### src/rtl/vector_permute_pipe.sv
// Per-word bit/group permuter feeding a 2-entry {data, mode} output FIFO; 1-cycle latency, 1 word/cycle.
// Backpressure: in_ready is decoded from registered occupancy only and drops while both entries are full.
module vector_permute_pipe #(
  parameter int WIDTH = 8,
  parameter int GROUP = 4,
  parameter int CNT_W = 16
) (
  input  logic             clk,
  input  logic             rst,
  input  logic             in_valid,
  output logic             in_ready,
  input  logic [WIDTH-1:0] in_data,
  input  logic [1:0]       in_mode,
  output logic             out_valid,
  input  logic             out_ready,
  output logic [WIDTH-1:0] out_data,
  output logic [1:0]       out_mode,
  output logic [CNT_W-1:0] xfer_count
);

  localparam int NG = (GROUP >= 1) ? (WIDTH / GROUP) : 1;

  generate
    if (WIDTH < 2) begin : g_bad_width
      $error("vector_permute_pipe: WIDTH must be >= 2");
    end
    if (GROUP < 1) begin : g_bad_group
      $error("vector_permute_pipe: GROUP must be >= 1");
    end else if ((WIDTH % GROUP) != 0) begin : g_bad_ratio
      $error("vector_permute_pipe: WIDTH must be a multiple of GROUP");
    end
  endgenerate

  typedef struct packed {
    logic [1:0]       mode;
    logic [WIDTH-1:0] data;
  } entry_t;

  typedef enum logic [1:0] {
    ST_EMPTY = 2'd0,
    ST_ONE   = 2'd1,
    ST_TWO   = 2'd2
  } state_t;

  state_t           state_q, state_d;
  entry_t           head_q, head_d;
  entry_t           tail_q, tail_d;
  logic [CNT_W-1:0] cnt_q, cnt_d;

  logic [WIDTH-1:0] perm_rev, perm_grp, perm_ing, perm_dat;
  entry_t           new_entry;
  logic             accept, pop;

  // All four permutations are built in parallel; the mode only steers the final mux.
  always_comb begin
    perm_rev = '0;
    perm_grp = '0;
    perm_ing = '0;
    for (int i = 0; i < WIDTH; i++) begin
      perm_rev[WIDTH-1-i] = in_data[i];
    end
    for (int g = 0; g < NG; g++) begin
      for (int j = 0; j < GROUP; j++) begin
        perm_grp[(NG-1-g)*GROUP+j]   = in_data[g*GROUP+j];
        perm_ing[g*GROUP+GROUP-1-j]  = in_data[g*GROUP+j];
      end
    end
    perm_dat = in_data;
    case (in_mode)
      2'd1:    perm_dat = perm_rev;
      2'd2:    perm_dat = perm_grp;
      2'd3:    perm_dat = perm_ing;
      default: perm_dat = in_data;
    endcase
  end

  assign new_entry = '{mode: in_mode, data: perm_dat};

  assign in_ready  = (state_q != ST_TWO);
  assign out_valid = (state_q != ST_EMPTY);
  assign accept    = in_valid && in_ready;
  assign pop       = out_valid && out_ready;

  always_comb begin
    state_d = state_q;
    head_d  = head_q;
    tail_d  = tail_q;
    case (state_q)
      ST_EMPTY: begin
        if (accept) begin
          head_d  = new_entry;
          state_d = ST_ONE;
        end
      end
      ST_ONE: begin
        // A simultaneous pop retires the head, so the incoming word takes its place.
        if (accept && pop) begin
          head_d = new_entry;
        end else if (accept) begin
          tail_d  = new_entry;
          state_d = ST_TWO;
        end else if (pop) begin
          state_d = ST_EMPTY;
        end
      end
      ST_TWO: begin
        if (pop) begin
          head_d  = tail_q;
          state_d = ST_ONE;
        end
      end
      default: state_d = ST_EMPTY;
    endcase
  end

  assign cnt_d = cnt_q + CNT_W'(pop);

  always_ff @(posedge clk) begin
    if (rst) begin
      state_q <= ST_EMPTY;
      head_q  <= '0;
      tail_q  <= '0;
      cnt_q   <= '0;
    end else begin
      state_q <= state_d;
      head_q  <= head_d;
      tail_q  <= tail_d;
      cnt_q   <= cnt_d;
    end
  end

  assign out_data   = head_q.data;
  assign out_mode   = head_q.mode;
  assign xfer_count = cnt_q;

endmodule
### config.mk
export PLATFORM = sky130hd
export DESIGN_NAME = vector_permute_pipe
export DESIGN_NICKNAME = d
export VERILOG_FILES = /design/src/rtl/vector_permute_pipe.sv
export SDC_FILE = /design/constraint.sdc
export NUM_CORES = 1
export LEC_CHECK = 0
export ABC_AREA = 1
export BUFFER_PORTS_ARGS = -buffer_cell sky130_fd_sc_hd__buf_2
export CAP_MARGIN = 20
export CORE_ASPECT_RATIO = 1.25
export CORE_MARGIN = 3
export CORE_UTILIZATION = 54
export DETAILED_ROUTE_END_ITERATION = 8
export HOLD_SLACK_MARGIN = 0.06
export PLACE_DENSITY = 0.79
export REMOVE_ABC_BUFFERS = 1
export SLEW_MARGIN = 15
export SYNTH_ARGS = -nofsm -noshare
export SYNTH_HDL_FRONTEND = slang
export SYNTH_SLANG_ARGS = --single-unit
### constraint.sdc
create_clock -name clk -period 2.3 [get_ports clk]
set_input_delay 0.345 -clock clk [delete_from_list [all_inputs] [get_ports clk]]
set_output_delay 0.345 -clock clk [all_outputs]
set_load 0.05 [all_outputs]
==> parameters.txt, run 1 <==
Parameter                              Value

Drt
  Routed Antenna Nets ... 0
  Top Layer Used ... met4
  Wire per inst ... 10.84 µm
  Total number of vias ... 2077
  Routed length on met1 ... between 1500 and 2000 µm
  Total wire length after detailed routing ... roughly 4300 µm
  DRC violation count after routing ... 0
  Pre-Repair DR Iteration Count ... 4
  Routed vias/inst ... ~5.2
  Routed length on met2 ... ~2100 µm
  Met3 WL post-DR ... between 200 and 250 µm
  Drt initial violations ... 127

Setup path
  Cell breakdown of the critical path ... nor2_1, nor2_1, ha_1, ha_1, nand2_1, nor2_1, nand3_1, o21ai_0, nor2_1
  Most repeated library cell on the critical path ... sky130_fd_sc_hd__nor2_1
  Reg2Reg Setup Slack ... roughly 470 ps
  Arrival time reported for the critical path endpoint ... 2010 ps
  Standard cell with the maximum stage delay on the critical path ... sky130_fd_sc_hd__dfxtp_1
  Delay of the slowest cell on the worst path ... approximately 420 ps
  End of the worst register-to-register path ... xfer_count[14]
  Worst setup path category ... reg -> reg
  Startpoint Class ... register
  Endpoint class of the critical path ... register
  Worst path top cell family by delay ... simple AND/OR/NAND/NOR gates
  Peak fanout along the critical path ... 7
  FF-to-FF path depth ... 9
  Crit path buffers/inverters ... 0
  Source of the worst register-to-register timing path ... state_q[1]
  Worst path required time ... 2480 ps

Min path
  Hold Path Class ... in -> reg
  Instance count along the most critical hold path ... 2
  Origin of the worst min-delay path ... rst
  Endpoint of the worst hold-timing path ... xfer_count[0]

CTS
  Clock sink count ... 38
  Clk_lat worst skew ... 290 ps
  Clock root buffer ... sky130_fd_sc_hd__clkbuf_8
  Hold-fix buffers, CTS ... 0
  Count of cells resized by post-cts repair ... 0
  Setup Buffers After CTS ... 0
  Clock slew seen by the registers of the worst setup and hold paths ... 70 ps
  H-tree depth ... 2
  TritonCTS buffer count ... 5
  TritonCTS clock tree ... built
  Max clock buf depth ... 2

Power and ir drop
  Leakage ... roughly 1.2 nW
  Worst-case vdd ir drop ... 0.4196 mV
  P per Cell Area ... 643.3 mW/mm²

Cells and area
  Number of diodes added for antenna fixing ... 0
  Most used cells in the layout excluding fill and tap cells ... sky130_fd_sc_hd__nand2_1 (70), sky130_fd_sc_hd__inv_1 (48), sky130_fd_sc_hd__buf_2 (41)
  Count of non-filler cells in the finished layout ... 400
  Final net count ... 377
  Layout Utilization ... 66.60%
  Post-layout instance area ... 0.002400 mm²
  Most frequent standard cell in the layout excluding fill and tap cells ... sky130_fd_sc_hd__nand2_1
  Share of layout cells above drive strength 1 ... 21.05%
  Area added between synthesis and finish ... 15.33%
  Layout fillers ... 330

Place
  DPL Wire Length ... 3204 µm
  GPL Wtd Cong ... 0.8303
  Post-Place Cells ... 392
  Worst setup timing slack at the placement stage ... 454.7 ps
  Placed inst area ... 0.002290 mm²
  IO buf count ... 41

STA
  Worst setup margin ... 467.3 ps
  Final number of max-transition violations ... 0
  Measured slew at the worst slew-check pin ... about 640 ps
  RSZ-0062 raised after global routing ... false
  Clock period minus worst slack ... 1833 ps
  Fin. Hold Viols ... 0
  Accumulated negative setup slack ... 0 ps
  Peak Freq ... 545.6 MHz
  Final cycle utilization of the critical path ... between 70% and 80%
  Count of endpoints failing setup in the final report ... 0
  Worst clock skew on the final layout ... 4.998 ps
  Max-Slew Margin vs Limit ... 57.14%

Floorplanning
  Initial Utilization ... between 50 and 60%
  Cell row count ... 24
  Die width ... 61.52 µm
  Area enclosed by the die boundary ... 0.004639 mm²
  Top-Level Pins ... 42
  Chip height ... 75.40 µm
  Area inside the core boundary ... 0.003603 mm²

Synth
  Synth top area share ... 36.56%
  Number of unique standard cell types used by synthesis ... 23
  Count of synthesis-stage warnings from yosys ... 0
  Cell types occupying the most area after synthesis ... sky130_fd_sc_hd__dfxtp_1 (37%), sky130_fd_sc_hd__nand2_1 (13%), sky130_fd_sc_hd__inv_1 (8.7%)
  Post-synthesis instance total ... 320
  Average cell area after synthesis ... 6.502 µm²
  Netlist Area Pre-Place ... 0.002081 mm²
  Synthesis-stage register bit count ... 38
  Sequential element share of the synthesized area ... 36.56%
  Post-synth top area cell ... sky130_fd_sc_hd__dfxtp_1

Global route
  First-pass GRT wire length ... around 7000 µm
  Initial antenna violation count ... 0
  Overall overflow remaining after global route ... 0
  Largest net degree at the start of global routing ... 24
  Total global-route track usage ... between 20 and 25%
  Via count of the first global-routing pass ... approximately 1700

Run
  Max-Cap Viols ... 0

Outcome
  Outcome ... finished, final reports clean
==> worst max path at each step <==
stage	startpoint	endpoint	slack (ps)	cells after the start
after floorplan	state_q[0]	out_mode[0]	440	7
after global placement	out_ready	xfer_count[14]	510	10
after detailed placement	out_ready	xfer_count[14]	450	10
after CTS	state_q[1]	xfer_count[14]	460	9
after global routing	state_q[1]	xfer_count[8]	200	11
final	state_q[1]	xfer_count[14]	470	9
==> power breakdown <==
group / leakage, nW / switching [mW] / total [mW] / internal [mW]
Sequential: 0.310 / 0.0169 / 0.708 / 0.691
Combinational: 0.786 / 0.225 / 0.310 / 0.0845
Clock: 0.0575 / 0.223 / 0.526 / 0.303
Total: 1.15 / 0.465 / 1.54 / 1.08
==> layout make-up <==
class / instances / area (µm²) / share of cell area (%)
repair buffers: 44 / 227.7 / 9.489
well taps: 39 / 48.80 / 2.033
flip-flops and latches: 38 / 760.7 / 31.70
clock buffers: 8 / 110.1 / 4.588
inverters: 51 / 191.4 / 7.977
multi-input cells: 220 / 1061 / 44.21
==> through the flow <==
stage | hold slack, ps | power (mW)
final | 435.1 | 1.544
after global routing | 442.1 | 1.624
after CTS | 423.7 | 1.564
after detailed placement | 488.1 | 1.034
after global placement | 478.0 | 1.028
after floorplan | 414.1 | 0.9506
==> Yosys cell counts <==
master,instances
sky130_fd_sc_hd__nand2_4,1
sky130_fd_sc_hd__nor2_4,1
sky130_fd_sc_hd__buf_4,1
sky130_fd_sc_hd__ha_1,3
sky130_fd_sc_hd__a21oi_1,22
sky130_fd_sc_hd__buf_2,6
sky130_fd_sc_hd__nor3_1,1
sky130_fd_sc_hd__o21ai_1,4
sky130_fd_sc_hd__nand2_1,70
sky130_fd_sc_hd__or2_2,3
sky130_fd_sc_hd__inv_1,48
sky130_fd_sc_hd__o21a_1,1
sky130_fd_sc_hd__o21ai_0,19
sky130_fd_sc_hd__nand3_1,32
sky130_fd_sc_hd__inv_2,3
sky130_fd_sc_hd__clkbuf_1,2
sky130_fd_sc_hd__nand4_1,8
sky130_fd_sc_hd__dfxtp_1,38
sky130_fd_sc_hd__nor2_1,38
sky130_fd_sc_hd__xor2_1,1
sky130_fd_sc_hd__nor2_2,8
sky130_fd_sc_hd__a21oi_2,8
sky130_fd_sc_hd__buf_6,2
==> per-layer routing <==
metal  vias to the layer above  GRT usage (%)
met1                       918          24.09
met4                         0          7.075
met5                         -              0
li1                       1090              -
met3                         8          5.085
met2                        61          34.23
==> cells by family after synthesis <==
kind of cell	Yosys count	share of synthesized area [%]
buf+inv	62	12.45
simple gates	162	34.22
flops	38	36.56
compound gates	54	14.55
xor+xnor	1	0.4210
fa+ha+maj	3	1.804
==> worst reg2reg max path, delay by kind of cell, from the launching register on <==
kind,cells,cell delay (ps)
AOI/OAI and AO/OA,1,190
adders and majority gates,2,340
DFF,1,420
and+or+nand+nor,6,790
==> flip-flops by register name, summed over array words and instances (netlist names) <==
name and cells:
xfer_count 16, out_mode 2, tail_q 10, out_data 8, state_q 2
Note: power is estimated with default switching activity, not from simulation.
==> inputs of run 2 (changes only) <==
ABC_AREA = 0   (was 1)
CORE_UTILIZATION = 48   (was 54)
PLACE_DENSITY = 0.75   (was 0.79)
clock period = 1.5 ns   (was 2.3 ns; I/O delays follow)
==> parameters.txt, run 2 <==
Parameter                              Value

Outcome
  Outcome ... complete, but fails checks
  Failing checks ... setup timing

CTS
  Hold-fix buffers, CTS ... 0
  Clk_lat worst skew ... 290 ps
  Clock slew seen by the registers of the worst setup and hold paths ... 70 ps
  Clock sink count ... 38
  TritonCTS clock tree ... built
  TritonCTS buffer count ... 5
  H-tree depth ... 2
  Clock root buffer ... sky130_fd_sc_hd__clkbuf_8
  Max clock buf depth ... 2

Place
  IO buf count ... 41
  Worst setup timing slack at the placement stage ... -369.7 ps
  GPL Wtd Cong ... 0.7778
  Post-Place Cells ... 300
  DPL Wire Length ... 3380 µm

Cells and area
  Final net count ... ~280
  Count of non-filler cells in the finished layout ... 313
  Multi-input gate area in the final layout ... 0.001251 mm²
  Most used cells in the layout excluding fill and tap cells ... sky130_fd_sc_hd__buf_2 (40), sky130_fd_sc_hd__dfxtp_1 (36), sky130_fd_sc_hd__buf_4 (30)
  Share of layout cells above drive strength 1 ... 45.56%
  Sequential standard cell area ... 763.2 µm²
  Most frequent standard cell in the layout excluding fill and tap cells ... sky130_fd_sc_hd__buf_2
  Area added between synthesis and finish ... 38.99%
  Layout fillers ... 309
  Flip-flop count of the largest register, all copies and words added ... 16
  Number of diodes added for antenna fixing ... 0
  Layout Utilization ... 70.13%

Setup path
  Arrival time reported for the critical path endpoint ... between 1500 and 2000 ps
  Source of the worst register-to-register timing path ... state_q[1]
  Critical Path Start ... state_q[1]
  Peak fanout along the critical path ... 7
  Worst path required time ... 1720 ps
  Endpoint class of the critical path ... register
  FF-to-FF path depth ... 7
  Startpoint Class ... register
  End of the worst register-to-register path ... xfer_count[10]
  Reg2Reg Setup Slack ... -200 ps
  Worst setup path category ... reg -> reg

Floorplanning
  Die width ... between 60 and 70 µm
  Chip height ... 76.82 µm
  Initial Utilization ... 50.46%
  Cell row count ... 25
  Area enclosed by the die boundary ... 0.004812 mm²
  Area inside the core boundary ... 0.003816 mm²
  Top-Level Pins ... between 40 and 50

Global route
  Largest net degree at the start of global routing ... 24
  Via count of the first global-routing pass ... 1791
  Initial antenna violation count ... 0
  First-pass GRT wire length ... a little over 8000 µm
  Overall overflow remaining after global route ... 0
  Total global-route track usage ... 21.14%

Run
  Max-Cap Viols ... 0

Synth
  Post-synthesis instance total ... 188
  Post-synth top area cell ... sky130_fd_sc_hd__dfxtp_1
  Synth top area share ... 39.51%
  Count of synthesis-stage warnings from yosys ... 0
  Cell types occupying the most area after synthesis ... sky130_fd_sc_hd__dfxtp_1 (40%), sky130_fd_sc_hd__mux2i_1 (10%), sky130_fd_sc_hd__mux4_2 (9.4%)
  Dominant register cell in the synthesized netlist ... sky130_fd_sc_hd__dfxtp_1
  Top cells by count, synth ... sky130_fd_sc_hd__dfxtp_1 (38), sky130_fd_sc_hd__a211oi_1 (20), sky130_fd_sc_hd__mux2i_1 (20), sky130_fd_sc_hd__nor2_1 (18)
  Sequential element share of the synthesized area ... 39.51%
  Average cell area after synthesis ... 10.24 µm²
  Synthesis-stage register bit count ... 38
  Number of unique standard cell types used by synthesis ... 36
  Number of enable-type register cells in the synthesized netlist ... 0
  Fraction of registers with async set/reset ... 0%
  Most frequent cell after synthesis ... sky130_fd_sc_hd__dfxtp_1
  Netlist Area Pre-Place ... 0.001926 mm²

STA
  Clock period minus worst slack ... 1695 ps
  Fin. Hold Viols ... 0
  Final number of max-transition violations ... 0
  Max-Slew Margin vs Limit ... 72.33%
  Peak Freq ... 589.9 MHz
  Worst clock skew on the final layout ... ~4.4 ps
  Final cycle utilization of the critical path ... 113.0%
  Measured slew at the worst slew-check pin ... 415.1 ps
  Worst setup margin ... -195.3 ps
  Worst hold slack ... 294.0 ps
  Count of endpoints failing setup in the final report ... 14
  RSZ-0062 raised after global routing ... true

Power and ir drop
  Total power after layout ... between 2 and 2.5 mW
  Leakage ... 1.192 nW
  P per Cell Area ... between 800 and 900 mW/mm²
  Worst-case vdd ir drop ... 0.5199 mV

Drt
  DRC violation count after routing ... 0
  Total wire length after detailed routing ... around 4800 µm
  Routed vias/inst ... 5.658
  Drt initial violations ... 103
  Routed Antenna Nets ... 0
  Pre-Repair DR Iteration Count ... 4
  Total number of vias ... 1771
  Wire per inst ... 15.45 µm

Min path
  Instance count along the most critical hold path ... 4
  Endpoint of the worst hold-timing path ... state_q[0]
  Hold Path Class ... in -> reg
  Origin of the worst min-delay path ... in_valid
-- run 2: cells by family after synthesis --
kind of cell / after synthesis / share of synthesized area, %
and+or+nand+nor: 58 / 17.87
AOI/OAI and AO/OA: 39 / 13.77
DFF: 38 / 39.51
adders and majority gates: 3 / 1.950
buffers and inverters: 15 / 3.444
muxes: 32 / 22.09
xor gates and xnor gates: 3 / 1.365
-- run 2: what timing repair did --
action / in CTS / in global routing
buffers inserted: 3 / 3
endpoints found under the setup margin: 15 / 13
pin swaps: 8 / 10
gates resized for setup: 25 / 16
-- run 2: final cells by class --
| class | instances | share of cell area (%) |
|---|---|---|
| multi-input combinational | 135 | 46.75 |
| sequential | 38 | 28.52 |
| timing repair buffer | 76 | 18.75 |
| clock buffer | 7 | 2.852 |
| tap | 54 | 2.525 |
| inverter | 3 | 0.6078 |
-- run 2: critical path, stage by stage, from the launching register on --
cell and delay, ps:
sky130_fd_sc_hd__dfxtp_2 330, sky130_fd_sc_hd__or2_4 110, sky130_fd_sc_hd__and2_4 140, sky130_fd_sc_hd__ha_4 150, sky130_fd_sc_hd__ha_4 140, sky130_fd_sc_hd__nand4_4 160, sky130_fd_sc_hd__or4_1 440, sky130_fd_sc_hd__a21oi_1 150
-- run 2: through the flow --
step | instance area, µm² | TNS [ps]
after floorplan | 1871 | -6493
after global placement | 2374 | -2264
after detailed placement | 2374 | -2891
after CTS | 2594 | -893.3
after global routing | 2676 | -2708
final | 2676 | -1719
-- run 2: per-layer routing --
| layer | GRT usage, % | routed length, µm | vias to the layer above |
|---|---|---|---|
| li1 | - | - | 848 |
| met1 | 22.06 | 1882 | 860 |
| met2 | 37.99 | 2622 | 50 |
| met3 | 6.442 | 205 | 13 |
| met4 | 10.38 | 127 | 0 |
| met5 | 0 | 0 | - |
-- run 2: how the worst max path moves through the flow --
stage                     end  depth (start not counted)
6_report       xfer_count[10]                          7
5_1_grt        xfer_count[10]                          8
4_1_cts         xfer_count[6]                          8
3_5_place_dp   xfer_count[14]                          7
3_3_place_gp   xfer_count[14]                          7
2_1_floorplan  xfer_count[14]                          7
-- run 2: where the power goes --
group | internal [mW] | switching [mW]
registers | 1.05 | 0.0255
clock network | 0.320 | 0.334
logic | 0.178 | 0.272
total | 1.55 | 0.632
